**src/rtl/nfc_pkg.sv**
```systemverilog
// Shared definitions for the NFC flash bus target: command codes, status byte
// and the target FSM state encoding.
package nfc_pkg;

  localparam logic [7:0] CMD_READ0    = 8'h00;
  localparam logic [7:0] CMD_READ1    = 8'h01;
  localparam logic [7:0] CMD_PROG     = 8'h80;
  localparam logic [7:0] CMD_PROG_CFM = 8'h10;
  localparam logic [7:0] CMD_STATUS   = 8'h70;
  localparam logic [7:0] CMD_RESET    = 8'hFF;

  // bit7 = not write-protected, bit6 = ready, bit0 = pass (0)
  localparam logic [7:0] STATUS_READY = 8'hC0;

  typedef enum logic [3:0] {
    ST_IDLE     = 4'd0,
    ST_ADDR1    = 4'd1,
    ST_ADDR2    = 4'd2,
    ST_ADDR3    = 4'd3,
    ST_RD_BUSY  = 4'd4,
    ST_RD_DATA  = 4'd5,
    ST_PG_DATA  = 4'd6,
    ST_PG_BUSY  = 4'd7,
    ST_STATUS   = 4'd8,
    ST_RST_BUSY = 4'd9
  } state_t;

  // States in which F_RB is low and only FFh is honoured
  function automatic logic is_busy(input state_t s);
    return (s == ST_RD_BUSY) || (s == ST_PG_BUSY) || (s == ST_RST_BUSY);
  endfunction

endpackage

```
**src/rtl/nand_flash_target_if.sv**
```systemverilog
// Flash-bus bundle between the NFC (master) and the flash target (slave).
// Handshake: the NFC owns CLE/ALE/WEN/REN/F_IO_in; a byte is transferred on
// each WEN rising edge, read data is requested on each REN falling edge, and
// the target signals readiness on F_RB (1 = ready). F_IO_out is meaningful
// only while F_IO_oe is 1.
interface nand_flash_target_if;
  logic [7:0] F_IO_in;
  logic [7:0] F_IO_out;
  logic       F_IO_oe;
  logic       F_CLE;
  logic       F_ALE;
  logic       F_WEN;
  logic       F_REN;
  logic       F_RB;

  modport master (
    output F_IO_in, F_CLE, F_ALE, F_WEN, F_REN,
    input  F_IO_out, F_IO_oe, F_RB
  );

  modport slave (
    input  F_IO_in, F_CLE, F_ALE, F_WEN, F_REN,
    output F_IO_out, F_IO_oe, F_RB
  );
endinterface

```
**src/rtl/nfc_strobe_edge.sv**
```systemverilog
// Samples the flash-bus strobes once per clock and produces single-cycle
// WEN-rise / REN-fall events together with the byte, CLE and ALE that were
// sampled on the clock before the WEN rise.
module nfc_strobe_edge (
  input  logic       clk,
  input  logic       rst,
  input  logic       i_wen,
  input  logic       i_ren,
  input  logic       i_cle,
  input  logic       i_ale,
  input  logic [7:0] i_io,
  output logic       o_wen_rise,
  output logic       o_ren_fall,
  output logic       o_cle,
  output logic       o_ale,
  output logic [7:0] o_byte
);

  logic       r_wen_q;
  logic       r_ren_q;
  logic       r_cle_q;
  logic       r_ale_q;
  logic [7:0] r_io_q;

  // Previous-cycle samples; strobes idle high so reset them to 1
  always_ff @(posedge clk or negedge rst) begin
    if (!rst) begin
      r_wen_q <= 1'b1;
      r_ren_q <= 1'b1;
      r_cle_q <= 1'b0;
      r_ale_q <= 1'b0;
      r_io_q  <= 8'h00;
    end else begin
      r_wen_q <= i_wen;
      r_ren_q <= i_ren;
      r_cle_q <= i_cle;
      r_ale_q <= i_ale;
      r_io_q  <= i_io;
    end
  end

  assign o_wen_rise = i_wen & ~r_wen_q;
  assign o_ren_fall = ~i_ren & r_ren_q;
  assign o_cle      = r_cle_q;
  assign o_ale      = r_ale_q;
  assign o_byte     = r_io_q;

endmodule

```
**src/rtl/nand_flash_target.sv**
```systemverilog
// Device-side NAND flash model: decodes NFC strobes, latches commands,
// addresses and program data, sources read data from a flat byte array and
// drives F_RB busy/ready. One instance per channel.
module nand_flash_target
  import nfc_pkg::*;
#(
  parameter int COL_W  = 9,
  parameter int ROW_W  = 16,
  parameter int T_BUSY = 16
) (
  input  logic                   clk,
  input  logic                   rst,
  nand_flash_target_if.slave     bus,
  output logic [ROW_W+COL_W-1:0] arr_addr,
  output logic                   arr_re,
  output logic                   arr_we,
  output logic [7:0]             arr_wdata,
  input  logic [7:0]             arr_rdata,
  output state_t                 o_dbg_state
);

  localparam int CNT_W = (T_BUSY > 1) ? $clog2(T_BUSY) : 1;
  localparam logic [CNT_W-1:0] BUSY_LOAD = CNT_W'(T_BUSY - 1);

  // Decoded bus events
  logic       w_wen_rise;
  logic       w_ren_fall;
  logic       w_cle;
  logic       w_ale;
  logic [7:0] w_byte;

  nfc_strobe_edge u_strobe (
    .clk        (clk),
    .rst        (rst),
    .i_wen      (bus.F_WEN),
    .i_ren      (bus.F_REN),
    .i_cle      (bus.F_CLE),
    .i_ale      (bus.F_ALE),
    .i_io       (bus.F_IO_in),
    .o_wen_rise (w_wen_rise),
    .o_ren_fall (w_ren_fall),
    .o_cle      (w_cle),
    .o_ale      (w_ale),
    .o_byte     (w_byte)
  );

  // Registered state
  state_t                   r_state;
  logic [ROW_W-1:0]         r_row;
  logic [COL_W-1:0]         r_col;
  logic                     r_op_rd;
  logic [CNT_W-1:0]         r_cnt;
  logic                     r_rb;
  logic                     r_oe;
  logic [7:0]               r_io_out;
  logic [ROW_W+COL_W-1:0]   r_arr_addr;
  logic                     r_arr_re;
  logic                     r_arr_we;
  logic [7:0]               r_arr_wdata;
  logic                     r_rd_pend;

  // Next-state values
  state_t                   w_state_nxt;
  logic [ROW_W-1:0]         w_row_nxt;
  logic [COL_W-1:0]         w_col_nxt;
  logic                     w_op_rd_nxt;
  logic [CNT_W-1:0]         w_cnt_nxt;
  logic                     w_rb_nxt;
  logic                     w_oe_nxt;
  logic [7:0]               w_io_out_nxt;
  logic [ROW_W+COL_W-1:0]   w_addr_nxt;
  logic                     w_re_nxt;
  logic                     w_we_nxt;
  logic [7:0]               w_wdata_nxt;
  logic                     w_rd_pend_nxt;
  logic                     w_busy;

  // State and datapath registers; reset returns every output to idle
  always_ff @(posedge clk or negedge rst) begin
    if (!rst) begin
      r_state     <= ST_IDLE;
      r_row       <= '0;
      r_col       <= '0;
      r_op_rd     <= 1'b0;
      r_cnt       <= '0;
      r_rb        <= 1'b1;
      r_oe        <= 1'b0;
      r_io_out    <= 8'h00;
      r_arr_addr  <= '0;
      r_arr_re    <= 1'b0;
      r_arr_we    <= 1'b0;
      r_arr_wdata <= 8'h00;
      r_rd_pend   <= 1'b0;
    end else begin
      r_state     <= w_state_nxt;
      r_row       <= w_row_nxt;
      r_col       <= w_col_nxt;
      r_op_rd     <= w_op_rd_nxt;
      r_cnt       <= w_cnt_nxt;
      r_rb        <= w_rb_nxt;
      r_oe        <= w_oe_nxt;
      r_io_out    <= w_io_out_nxt;
      r_arr_addr  <= w_addr_nxt;
      r_arr_re    <= w_re_nxt;
      r_arr_we    <= w_we_nxt;
      r_arr_wdata <= w_wdata_nxt;
      r_rd_pend   <= w_rd_pend_nxt;
    end
  end

  // Next-state: busy countdown, read-data return, then bus events (WEN wins over REN)
  always_comb begin
    w_state_nxt   = r_state;
    w_row_nxt     = r_row;
    w_col_nxt     = r_col;
    w_op_rd_nxt   = r_op_rd;
    w_cnt_nxt     = r_cnt;
    w_rb_nxt      = r_rb;
    w_oe_nxt      = r_oe;
    w_io_out_nxt  = r_io_out;
    w_addr_nxt    = r_arr_addr;
    w_re_nxt      = 1'b0;
    w_we_nxt      = 1'b0;
    w_wdata_nxt   = r_arr_wdata;
    w_rd_pend_nxt = r_arr_re;
    w_busy        = is_busy(r_state);

    // Busy phase ends when the counter has run out
    if (w_busy) begin
      if (r_cnt == '0) begin
        w_rb_nxt    = 1'b1;
        w_state_nxt = (r_state == ST_RD_BUSY) ? ST_RD_DATA : ST_IDLE;
      end else begin
        w_cnt_nxt = r_cnt - CNT_W'(1);
      end
    end

    // Array data arrives the cycle after the read strobe was seen by the array
    if (r_rd_pend) begin
      w_io_out_nxt = arr_rdata;
      w_oe_nxt     = 1'b1;
    end
    if (bus.F_REN) begin
      w_oe_nxt = 1'b0;
    end

    if (w_wen_rise) begin
      if (w_cle && !w_ale) begin
        if (w_byte == CMD_RESET) begin
          w_state_nxt = ST_RST_BUSY;
          w_row_nxt   = '0;
          w_col_nxt   = '0;
          w_op_rd_nxt = 1'b0;
          w_cnt_nxt   = BUSY_LOAD;
          w_rb_nxt    = 1'b0;
        end else if (!w_busy) begin
          case (w_byte)
            CMD_READ0, CMD_READ1, CMD_PROG: begin
              w_state_nxt          = ST_ADDR1;
              w_op_rd_nxt          = (w_byte != CMD_PROG);
              w_col_nxt[COL_W-1]   = (w_byte == CMD_READ1);
            end
            CMD_PROG_CFM: begin
              if (r_state == ST_PG_DATA) begin
                w_state_nxt = ST_PG_BUSY;
                w_cnt_nxt   = BUSY_LOAD;
                w_rb_nxt    = 1'b0;
              end else begin
                w_state_nxt = ST_IDLE;
              end
            end
            CMD_STATUS: w_state_nxt = ST_STATUS;
            default: ;
          endcase
        end
      end else if (w_ale && !w_cle) begin
        if (!w_busy) begin
          case (r_state)
            ST_ADDR1: begin
              w_col_nxt[7:0] = w_byte;
              w_state_nxt    = ST_ADDR2;
            end
            ST_ADDR2: begin
              w_row_nxt[7:0] = w_byte;
              w_state_nxt    = ST_ADDR3;
            end
            ST_ADDR3: begin
              w_row_nxt[ROW_W-1:8] = w_byte[ROW_W-9:0];
              if (r_op_rd) begin
                w_state_nxt = ST_RD_BUSY;
                w_cnt_nxt   = BUSY_LOAD;
                w_rb_nxt    = 1'b0;
              end else begin
                w_state_nxt = ST_PG_DATA;
              end
            end
            default: ;
          endcase
        end
      end else if (!w_cle && !w_ale && (r_state == ST_PG_DATA)) begin
        w_we_nxt    = 1'b1;
        w_wdata_nxt = w_byte;
        w_addr_nxt  = {r_row, r_col};
        w_col_nxt   = r_col + COL_W'(1);
      end
    end else if (w_ren_fall && !w_busy) begin
      case (r_state)
        ST_RD_DATA: begin
          w_re_nxt   = 1'b1;
          w_addr_nxt = {r_row, r_col};
          w_col_nxt  = r_col + COL_W'(1);
        end
        ST_STATUS: begin
          w_io_out_nxt = STATUS_READY;
          w_oe_nxt     = 1'b1;
        end
        default: ;
      endcase
    end

    // Only the read-data and status phases may drive the bus
    if ((w_state_nxt != ST_RD_DATA) && (w_state_nxt != ST_STATUS)) begin
      w_oe_nxt = 1'b0;
    end
  end

  assign bus.F_IO_out = r_io_out;
  assign bus.F_IO_oe  = r_oe;
  assign bus.F_RB     = r_rb;
  assign arr_addr     = r_arr_addr;
  assign arr_re       = r_arr_re;
  assign arr_we       = r_arr_we;
  assign arr_wdata    = r_arr_wdata;
  assign o_dbg_state  = r_state;

endmodule

```
**src/flat_wrapper.sv**
```systemverilog
// flat-port wrapper written by rule: the top's interface ports become plain ports
module nand_flash_target_flat import nfc_pkg::*;
#(
  parameter int COL_W  = 9,
  parameter int ROW_W  = 16,
  parameter int T_BUSY = 16
)
  (clk, rst, arr_addr, arr_re, arr_we, arr_wdata, arr_rdata, o_dbg_state, bus_F_IO_in, bus_F_CLE, bus_F_ALE, bus_F_WEN, bus_F_REN, bus_F_IO_out, bus_F_IO_oe, bus_F_RB);
  nand_flash_target_if bus_i ();
  input  logic clk;
  input  logic rst;
  output logic [ROW_W+COL_W-1:0] arr_addr;
  output logic arr_re;
  output logic arr_we;
  output logic [7:0] arr_wdata;
  input  logic [7:0] arr_rdata;
  output state_t o_dbg_state;
  input wire logic [$bits(bus_i.F_IO_in)-1:0] bus_F_IO_in;
  input wire logic [$bits(bus_i.F_CLE)-1:0] bus_F_CLE;
  input wire logic [$bits(bus_i.F_ALE)-1:0] bus_F_ALE;
  input wire logic [$bits(bus_i.F_WEN)-1:0] bus_F_WEN;
  input wire logic [$bits(bus_i.F_REN)-1:0] bus_F_REN;
  output wire logic [$bits(bus_i.F_IO_out)-1:0] bus_F_IO_out;
  output wire logic [$bits(bus_i.F_IO_oe)-1:0] bus_F_IO_oe;
  output wire logic [$bits(bus_i.F_RB)-1:0] bus_F_RB;
  assign bus_i.F_IO_in = bus_F_IO_in;
  assign bus_i.F_CLE = bus_F_CLE;
  assign bus_i.F_ALE = bus_F_ALE;
  assign bus_i.F_WEN = bus_F_WEN;
  assign bus_i.F_REN = bus_F_REN;
  assign bus_F_IO_out = bus_i.F_IO_out;
  assign bus_F_IO_oe = bus_i.F_IO_oe;
  assign bus_F_RB = bus_i.F_RB;
  nand_flash_target #(.COL_W(COL_W), .ROW_W(ROW_W), .T_BUSY(T_BUSY)) u_core (.clk(clk), .rst(rst), .bus(bus_i), .arr_addr(arr_addr), .arr_re(arr_re), .arr_we(arr_we), .arr_wdata(arr_wdata), .arr_rdata(arr_rdata), .o_dbg_state(o_dbg_state));
endmodule
```
**config.mk**
```make
export PLATFORM = sky130hd
export DESIGN_NAME = nand_flash_target_flat
export DESIGN_NICKNAME = d
export VERILOG_FILES = /design/src/rtl/nfc_pkg.sv /design/src/rtl/nand_flash_target_if.sv /design/src/rtl/nfc_strobe_edge.sv /design/src/rtl/nand_flash_target.sv /design/src/flat_wrapper.sv
export SDC_FILE = /design/constraint.sdc
export NUM_CORES = 1
export LEC_CHECK = 0
export CORE_ASPECT_RATIO = 0.7
export CORE_UTILIZATION = 44
export CTS_CLUSTER_SIZE = 20
export DETAILED_ROUTE_END_ITERATION = 8
export DONT_BUFFER_PORTS = 1
export PLACE_DENSITY_LB_ADDON = 0.05
export SETUP_SLACK_MARGIN = 0.3
export SLEW_MARGIN = 15
export SYNTH_ARGS = -nofsm -noshare
export SYNTH_HDL_FRONTEND = slang
export SYNTH_HIERARCHICAL = 1
export SYNTH_SLANG_ARGS = --single-unit
```
**constraint.sdc**
```tcl
create_clock -name clk -period 2.55 [get_ports clk]
set_input_delay 0.6375 -clock clk [delete_from_list [all_inputs] [get_ports clk]]
set_output_delay 0.6375 -clock clk [all_outputs]
set_load 0.005 [all_outputs]
```
# Yosys cells after proc, flatten, opt, wreduce, memory -nomap -nowiden
# Index checks and enable logic that the tools add are counted.
[totals]
register_bits = 92
word_cells = 168
[classes]
add_sub_neg = 2
eq_ne = 31
mux = 82
bitwise = 6
reduce_logical = 27
[op_table]
columns = ["op", "n"]
rows = [
  ["$mux 25", 6],
  ["$mux 4", 20],
  ["$mux 8", 10],
  ["$mux 16", 4],
  ["$mux 9", 5],
  ["$mux 1", 32],
  ["$pmux 4 s3", 2],
  ["$eq 4x3->1 const B", 4],
  ["$eq 8x8->1 const B", 2],
  ["$ne 4x4->1 const B", 4],
  ["$reduce_and 5->1", 3],
  ["$reduce_and 6->1", 2],
  ["$reduce_bool 2->1", 6],
  ["$ne 2x2->1 const B", 5],
  ["$add 9x1->9 const B", 1],
  ["$eq 4x2->1 const B", 2],
  ["$eq 4x4->1 const B", 2],
  ["$eq 8x1->1 const B", 1],
  ["$eq 8x5->1 const B", 1],
  ["$eq 8x7->1 const B", 1],
  ["$logic_not 8->1", 1],
  ["$ne 4x3->1 const B", 2],
  ["$ne 8x8->1 const B", 1],
  ["$reduce_and 4->1", 2],
  ["other kinds (16)", 29],
]

# Logic depth before layout (Yosys ltp)
# Gate-level depths: netlist (run 1).
[logic_depth]
word_depth = 12
mapped_depth = 10
ltp_nobuf = 9

# Hierarchy
# The synthesis (run 1) kept the hierarchy.
[modules_own_cells]
columns = ["mod", "instances", "cells_each", "area_each_um2"]
rows = [
  ["nand_flash_target", 1, 365, 3961.3],
  ["nfc_strobe_edge", 1, 14, 330.3],
]

# Least setup slack after synthesis (run 1)
# Ideal clock, no wire load.
[synth_timing]
kind = "input -> register"
start = "input bus_F_WEN"
end = "register u_core.r_oe, in the netlist u_core/bus.F_IO_oe"
arrival_ps = 2448
required_ps = 2463
slack_ps = 15
cell_stages = 9
path_buffers = 1
cell_sequence = "nor2b_4 -> inv_1 -> nor2_1 -> and2_1 -> buf_1 -> nor3b_1 -> or4_1 -> or3_1 -> a211oi_2"
[synth_between]
elab_chain_len = 5
word_cells_on_any_way = 7
[synth_rtl]
columns = ["item", "line_no", "source"]
rows = [
  ["start, declared", "flat_wrapper.sv:21", "input wire logic [$bits(bus_i.F_WEN)-1:0] bus_F_WEN;"],
  ["$and 1x1->1 *", "nfc_strobe_edge.sv:42", "assign o_wen_rise = i_wen & ~r_wen_q;"],
  ["$mux 4 *", "nand_flash_target.sv:147", "if (w_wen_rise) begin"],
  ["net u_core.w_state_nxt[2]", "nand_flash_target.sv:63", "state_t w_state_nxt;"],
  ["$ne 4x3->1 / $ne 4x4->1 (equally long branches)", "nand_flash_target.sv:222", "if ((w_state_nxt != ST_RD_DATA) && (w_state_nxt != ST_STATUS)) begin"],
  ["$logic_and 1x1->1 *", "nand_flash_target.sv:222", ""],
  ["$mux 1 *", "nand_flash_target.sv:222", ""],
  ["net u_core.w_oe_nxt", "nand_flash_target.sv:69", "logic w_oe_nxt;"],
  ["end signal, assigned", "nand_flash_target.sv:101", "r_oe <= w_oe_nxt;"],
  ["end, declared", "nand_flash_target.sv:54", "logic r_oe;"],
]
# The timed path passes the listed nets; every way through them passes the cells marked *.
# A chain may end at the register's enable or synchronous reset.

# Worst setup path in the final report (run 1)
[layout_timing]
start = "register u_core.r_state[3], in the netlist u_core/o_dbg_state[3]"
end = "register u_core.r_oe, in the netlist u_core/bus.F_IO_oe"
[layout_between]
elab_chain_len = 12
word_cells_on_any_way = 31
[layout_rtl]
columns = ["item", "line_no", "source"]
rows = [
  ["start, declared", "nand_flash_target.sv:48", "state_t r_state;"],
  ["start signal, assigned", "nand_flash_target.sv:95", "r_state <= w_state_nxt;"],
  ["$eq 4x3->1 (on tied branches)", "nfc_pkg.sv:30, nand_flash_target.sv:132", ""],
  ["$mux 3 / $logic_or 1x1->1 (equally long branches)", "nand_flash_target.sv:132, nfc_pkg.sv:30", ""],
  ["$mux 4 / $logic_or 1x1->1 (equally long branches)", "nand_flash_target.sv:130, nfc_pkg.sv:30", ""],
  ["$mux 4", "nand_flash_target.sv:129", "if (w_busy) begin"],
  ["$pmux 4 s3 (on tied branches)", "nand_flash_target.sv:178, nand_flash_target.sv:157", ""],
  ["$mux 4 (on tied branches)", "nand_flash_target.sv:177, nand_flash_target.sv:156", ""],
  ["$mux 4 (on tied branches)", "nand_flash_target.sv:176, nand_flash_target.sv:149", ""],
  ["$mux 4", "nand_flash_target.sv:148", "if (w_cle && !w_ale) begin"],
  ["$mux 4", "nand_flash_target.sv:147", ""],
  ["$ne 4x3->1 / $ne 4x4->1 (equally long branches)", "nand_flash_target.sv:222", ""],
  ["$logic_and 1x1->1", "nand_flash_target.sv:222", ""],
  ["$mux 1 *", "nand_flash_target.sv:222", ""],
  ["net u_core.w_oe_nxt", "nand_flash_target.sv:69", ""],
]
# Marked as above.

==> flow_summary.toml, run 1 <==
[cts]
cts_made_buffers = 9
clk_path_buf_depth = 2
cts.clk_slew.worst_paths_ns = 0.07
cts_root_buf = "clkbuf_16"
cts_tree = "yes"
htreeDepth = 3
clock_latency_ns = 0.34
clock-sinks = 92

[floorplan]
die_height_microns = 84.6
ioPinCount = 71
start_util = 0.464
rows = 29
die_x_microns = 120
dieArea_sq_um = 10200
core-area_sq_um = 9250

[timing]
relSlewSlack = 0.605
rsz0062_at_grt = "true"
setup_tns_ns = 0
fmax_mhz = 418
period_minus_slack_ns = 2.39
slew_violations = 0
fin_hold_ws_ns = -0.0149
postLayoutSetupSlackWorst_ns = 0.160
worst_pin_slew_ns = 0.590
finClkSkew_ns = 0.00964
final-hold-violation-count = 39
setup_viol = 0
post-route-period-util = 0.937

[placed_design]
dp_slack_ns = 0.0113
dpl-instance-area_sq_um = 4670
io_buffers = 0
place_congestion = 0.911
post-dp-hpwl_microns = 7230

[cells_and_area]
area_delta_synth_final_pct = 21.1
stdcell_area_sq_um = 5200
drive_gt1_frac = 0.350
insertedDiodeCount = 0
final_nets = 451

[routing]
routedWlPerCell_microns = 19.0
vias = 3123
drc = 0
vias_per_cell = 5.66
ant_nets = 0
drt_pass1_iterations = 4
first_iter_violations = 235
drt_wl_total_microns = 10500

[yosys]
synth_edf_count = 0
synth_cell_type_count = 53
synthFlopType = "dfrtp_1"
syn_nets = 407
syn_area_per_cell_sq_um = 11.3
seq_area_frac_synth = 0.537
syn_inst = 379
yosysWarningCount = 6
ys_async_sr_fraction = 1.00
synth-seq-cells = 92
syn_area_sq_um = 4290

[power_and_ir_drop]
power.leakage_nw = 2.38
power_mw = 4.28
p_per_area_nw_per_um2 = 823
p_clk_frac = 0.320
ir_drop_uv = 431
combPwrFrac = 0.240
p_sw_mw = 1.32
seqPwrFrac = 0.440
p_sw_frac = 0.308
p_int_mw = 2.96

[worst_hold_path]
hp-class = "in -> async"

[worst_setup_path]
timing_worst_setup_path_type = "reg -> reg"
end_kind = "register"
worstPathRequired_ns = 2.81
worstPathArrival_ns = 2.65
start_kind = "register"
rr_worst_depth = 7
crit_fanout = 6

[global_routing]
grt_max_degree = 93
grt-busiest-layer = "met1"
use_met3 = 0.0625
globalRouteOverflowTotal = 0
antenna_found_initial = 0
grt_pass1_vias = 3165
grt_use_met2 = 0.296
grt_pass1_wl_microns = 16900
grt_use_met1 = 0.332
track_usage = 0.216

[status]
status = "finished with violations"
violations = "negative hold slack"

[flow_run]
max_cap_violations = 0
[registers in the layout (all words and copies together) (netlist names), 4 cells and up]
name,flops
u_core/arr_addr,25
u_core/r_row,16
u_core/r_col,9
u_core/arr_wdata,8
u_core/bus.F_IO_out,8
u_core/u_strobe/o_byte,8
u_core/o_dbg_state,4
u_core/r_cnt,4
[layout by cell type (no fill, tap or decap), types with 3 or more instances in the layout]
master,count
dfrtp_2,3
ha_4,3
mux2_2,49
nand2b_1,4
a31oi_1,6
and3_1,3
nor2b_1,12
dfrtp_1,86
nor2_1,29
a21oi_2,3
o21ai_0,15
clkbuf_16,10
nor4_1,5
nor3_1,7
nand4_1,3
nor3b_1,4
clkinvlp_4,4
mux2i_1,8
inv_2,3
nand2_1,26
ha_1,3
a21oi_1,14
dfstp_2,3
o21ai_1,11
buf_4,46
and2_1,3
inv_1,4
a211o_1,4
nand3_1,9
[per-layer routing]
layer / up-vias / routed length [microns]
li1: 1460 / -
met1: 1531 / 5360
met2: 124 / 4320
met3: 8 / 761
met4: 0 / 71
met5: - / 0
[per-stage QoR]
step,util,std cells
3_5_place_dp,0.504,526
5_1_grt,0.562,552
6_report,0.562,552
4_1_cts,0.552,550
3_3_place_gp,0.504,526
2_1_floorplan,-,379
[final timing paths]
check                                       from  slack (ns)                 endpoint
setup / recovery           u_core/o_dbg_state[3]        0.16       u_core/bus.F_IO_oe
hold / removal                               rst       -0.01    u_core/o_dbg_state[1]
setup reg to reg           u_core/o_dbg_state[3]        0.16       u_core/bus.F_IO_oe
hold reg to reg                    u_core/arr_re        0.42         u_core/r_rd_pend
max in group asynchronous                    rst        2.34          u_core/bus.F_RB
min in group clk                       bus_F_WEN        0.29  u_core/u_strobe/r_wen_q
[cell usage after synthesis, drive strengths merged (3+ instances only)]
cell | number | area share
ha | 6 | 0.017
and3 | 3 | 0.0044
buf | 10 | 0.013
a211o | 4 | 0.0082
o21ai | 27 | 0.031
nor3b | 6 | 0.013
nand3 | 9 | 0.010
clkbuf | 5 | 0.0044
nor2b | 14 | 0.024
a21oi | 17 | 0.020
nand2b | 4 | 0.0058
mux2i | 8 | 0.019
a31oi | 7 | 0.010
nand2 | 27 | 0.024
nand4 | 3 | 0.0044
nor2 | 29 | 0.025
dfstp | 3 | 0.018
inv | 8 | 0.0070
nor4 | 6 | 0.0087
nor3 | 10 | 0.015
mux2 | 49 | 0.13
nor4b | 3 | 0.0061
and2 | 5 | 0.0082
dfrtp | 89 | 0.52
[cells by family after synthesis]
group,after synthesis,synth area share
AOI/OAI and AO/OA,71,0.103
DFF,92,0.537
muxes,57,0.147
and+or+nand+nor,127,0.164
buffers and inverters,24,0.0274
xor gates and xnor gates,2,0.00408
adders and majority gates,6,0.0175
[worst max-delay path: stages (launching register included)]
cell and delay [ns]:
dfrtp_2 0.47, nor3b_4 0.19, a221o_1 0.44, or3_4 0.37, a31oi_4 0.17, a21oi_2 0.07, or3_4 0.39, a211oi_2 0.21
[cell type report]
type | instances | area (sq um)
clock buffers | 9 | 225
clock inverters | 7 | 83.8
fillers | 789 | 4060
inverters | 8 | 33.8
multi-input cells | 263 | 1990
flip-flops and latches | 92 | 2310
well taps | 124 | 155
repair buffers | 49 | 395
[power groups by stage]
| stage | Clock (mW) | Sequential (mW) | Combinational, mW |
|---|---|---|---|
| floorplan | 0 | 1.83 | 0.620 |
| global placement | 0 | 1.89 | 0.880 |
| detailed placement | 0 | 1.90 | 0.876 |
| CTS | 1.41 | 1.87 | 0.955 |
| global route | 1.47 | 1.91 | 1.14 |
| finish | 1.37 | 1.88 | 1.03 |
[what timing repair did]
| action | in CTS | in global routing |
|---|---|---|
| setup endpoints to repair | 34 | 38 |
| setup buffers | 8 | 1 |
| pin swaps | 4 | 9 |
| cloned | 0 | 1 |
| resized for setup | 17 | 18 |
| hold endpoints to repair | 89 | 89 |
Power figures use the tool's default switching activity.
==> run 2, diff against run 1 <==
clock period = 2.5 ns   (was 2.55 ns; I/O delays follow)
==> run 2 against run 1 <==
Net effect: the flow still finishes with violations (negative hold slack); non-clock buffer count increased by 8; register-to-register slack hardly changed; clock power shrank 4%; utilization increased by 1.5 points; critical path depth is the same; cell count grew 1.4%; final area rose by 2.7%; global-route usage grew 0.13 points; critical endpoint unchanged; largest cell class unchanged.
==> flow_summary.toml, run 2 (synthesis results as in run 1) <==
[timing]
setup_viol = 0
slew_violations = 0
fin_hold_ws_ns = -0.0304
worst_pin_slew_ns = 0.552
final-hold-violation-count = 89
fmax_mhz = 428
setup_tns_ns = 0
period_minus_slack_ns = 2.34
relSlewSlack = 0.630
finClkSkew_ns = 0.0100
post-route-period-util = 0.935
postLayoutSetupSlackWorst_ns = 0.162
rsz0062_at_grt = "true"

[cts]
clk_path_buf_depth = 2
cts_tree = "yes"
cts.clk_slew.worst_paths_ns = 0.07
cts_root_buf = "clkbuf_16"
htreeDepth = 3
clock-sinks = 92
cts_made_buffers = 9
clock_latency_ns = 0.35

[routing]
vias_per_cell = 5.68
ant_nets = 0
vias = 3180
drt_wl_total_microns = 10500
routedWlPerCell_microns = 18.7
first_iter_violations = 257
drc = 0
drt_pass1_iterations = 6

[floorplan]
ioPinCount = 71
start_util = 0.464
die_height_microns = 84.6
dieArea_sq_um = 10200
rows = 29
die_x_microns = 120
core-area_sq_um = 9250

[placed_design]
dpl-instance-area_sq_um = 4670
post-dp-hpwl_microns = 7110
dp_slack_ns = -0.0183
io_buffers = 0
place_congestion = 0.878
dp.cells = 527

[cells_and_area]
insertedDiodeCount = 0
largest_reg_flops = 25
final_cell_mix = "dfrtp_1 (83), buf_4 (49), mux2_2 (49)"
area_delta_synth_final_pct = 24.3
stdcell_area_sq_um = 5340
drive_gt1_frac = 0.383
final_cells = 560
mostFrequentLayoutCell = "dfrtp_1"
fin_util = 0.577
final_nets = 460

[status]
violations = "negative hold slack"
status = "finished with violations"

[global_routing]
grt_pass1_vias = 3050
grt_use_met2 = 0.285
antenna_found_initial = 0
use_met3 = 0.0659
grt-busiest-layer = "met1"
grt_pass1_wl_microns = 16700
globalRouteOverflowTotal = 0
grt_use_met1 = 0.334
track_usage = 0.218
grt_max_degree = 93

[worst_hold_path]
hp-class = "in -> async"

[worst_setup_path]
end_kind = "register"
r2r-start = "u_core/o_dbg_state[1]"
start_kind = "register"
worstPathRequired_ns = 2.76
crit_fanout = 8
worstSetupStartpoint = "u_core/o_dbg_state[1]"
timing_worst_setup_path_type = "reg -> reg"
worstPathArrival_ns = 2.60

[power_and_ir_drop]
p_sw_frac = 0.301
p_int_mw = 3.05
ir_drop_uv = 475
p_clk_frac = 0.302
power.leakage_nw = 2.43
power_mw = 4.37
combPwrFrac = 0.259
p_per_area_nw_per_um2 = 819
p_sw_mw = 1.31
seqPwrFrac = 0.440

[flow_run]
max_cap_violations = 0
## run 2: area by class of cell
type / count / area, sq um
Fill cell: 812 / 3920
Sequential cell: 92 / 2310
Multi-Input combinational cell: 264 / 2060
Timing Repair Buffer: 57 / 489
Clock buffer: 11 / 233
Tap cell: 124 / 155
Clock inverter: 4 / 51.3
Inverter: 8 / 36.3
## run 2: critical path: stages, from the launching register on
cell	delay (ns)
dfrtp_2	0.49
and2_4	0.20
a221o_1	0.41
or3_4	0.41
a31oi_2	0.18
a21oi_2	0.07
or3_4	0.33
a211oi_2	0.17
## run 2: repair_timing
| action | CTS | global route |
|---|---|---|
| endpoints found under the setup margin | 38 | 46 |
| setup buffers | 7 | 9 |
| gates resized for setup | 16 | 42 |
| endpoints found under the hold margin | 89 | 89 |
| gates cloned | 1 | 1 |
| pin swaps | 7 | 19 |
## run 2: final timing paths
check	to	slack (ns)	cells past startpoint
max	u_core/bus.F_IO_oe	0.16	7
min	u_core/o_dbg_state[2]	-0.03	0
max reg2reg	u_core/bus.F_IO_oe	0.16	7
min reg2reg	u_core/r_rd_pend	0.41	0
max in group asynchronous	u_core/bus.F_RB	2.31	0
min in group clk	u_core/u_strobe/r_ren_q	0.28	0
## run 2: power groups by stage
stage	clock network [mW]	registers (mW)	logic, mW
3_5_place_dp	0	1.93	0.906
6_report	1.32	1.92	1.13
4_1_cts	1.36	1.90	1.01
5_1_grt	1.41	1.96	1.25
3_3_place_gp	0	1.92	0.911
2_1_floorplan	0	1.86	0.632
## run 2: metal layers
metal  routed length (microns)  vias to the layer above
met3                       679                       14
met4                       148                        0
met5                         0                        -
met2                      4280                      118
met1                      5370                     1580
li1                          -                     1468
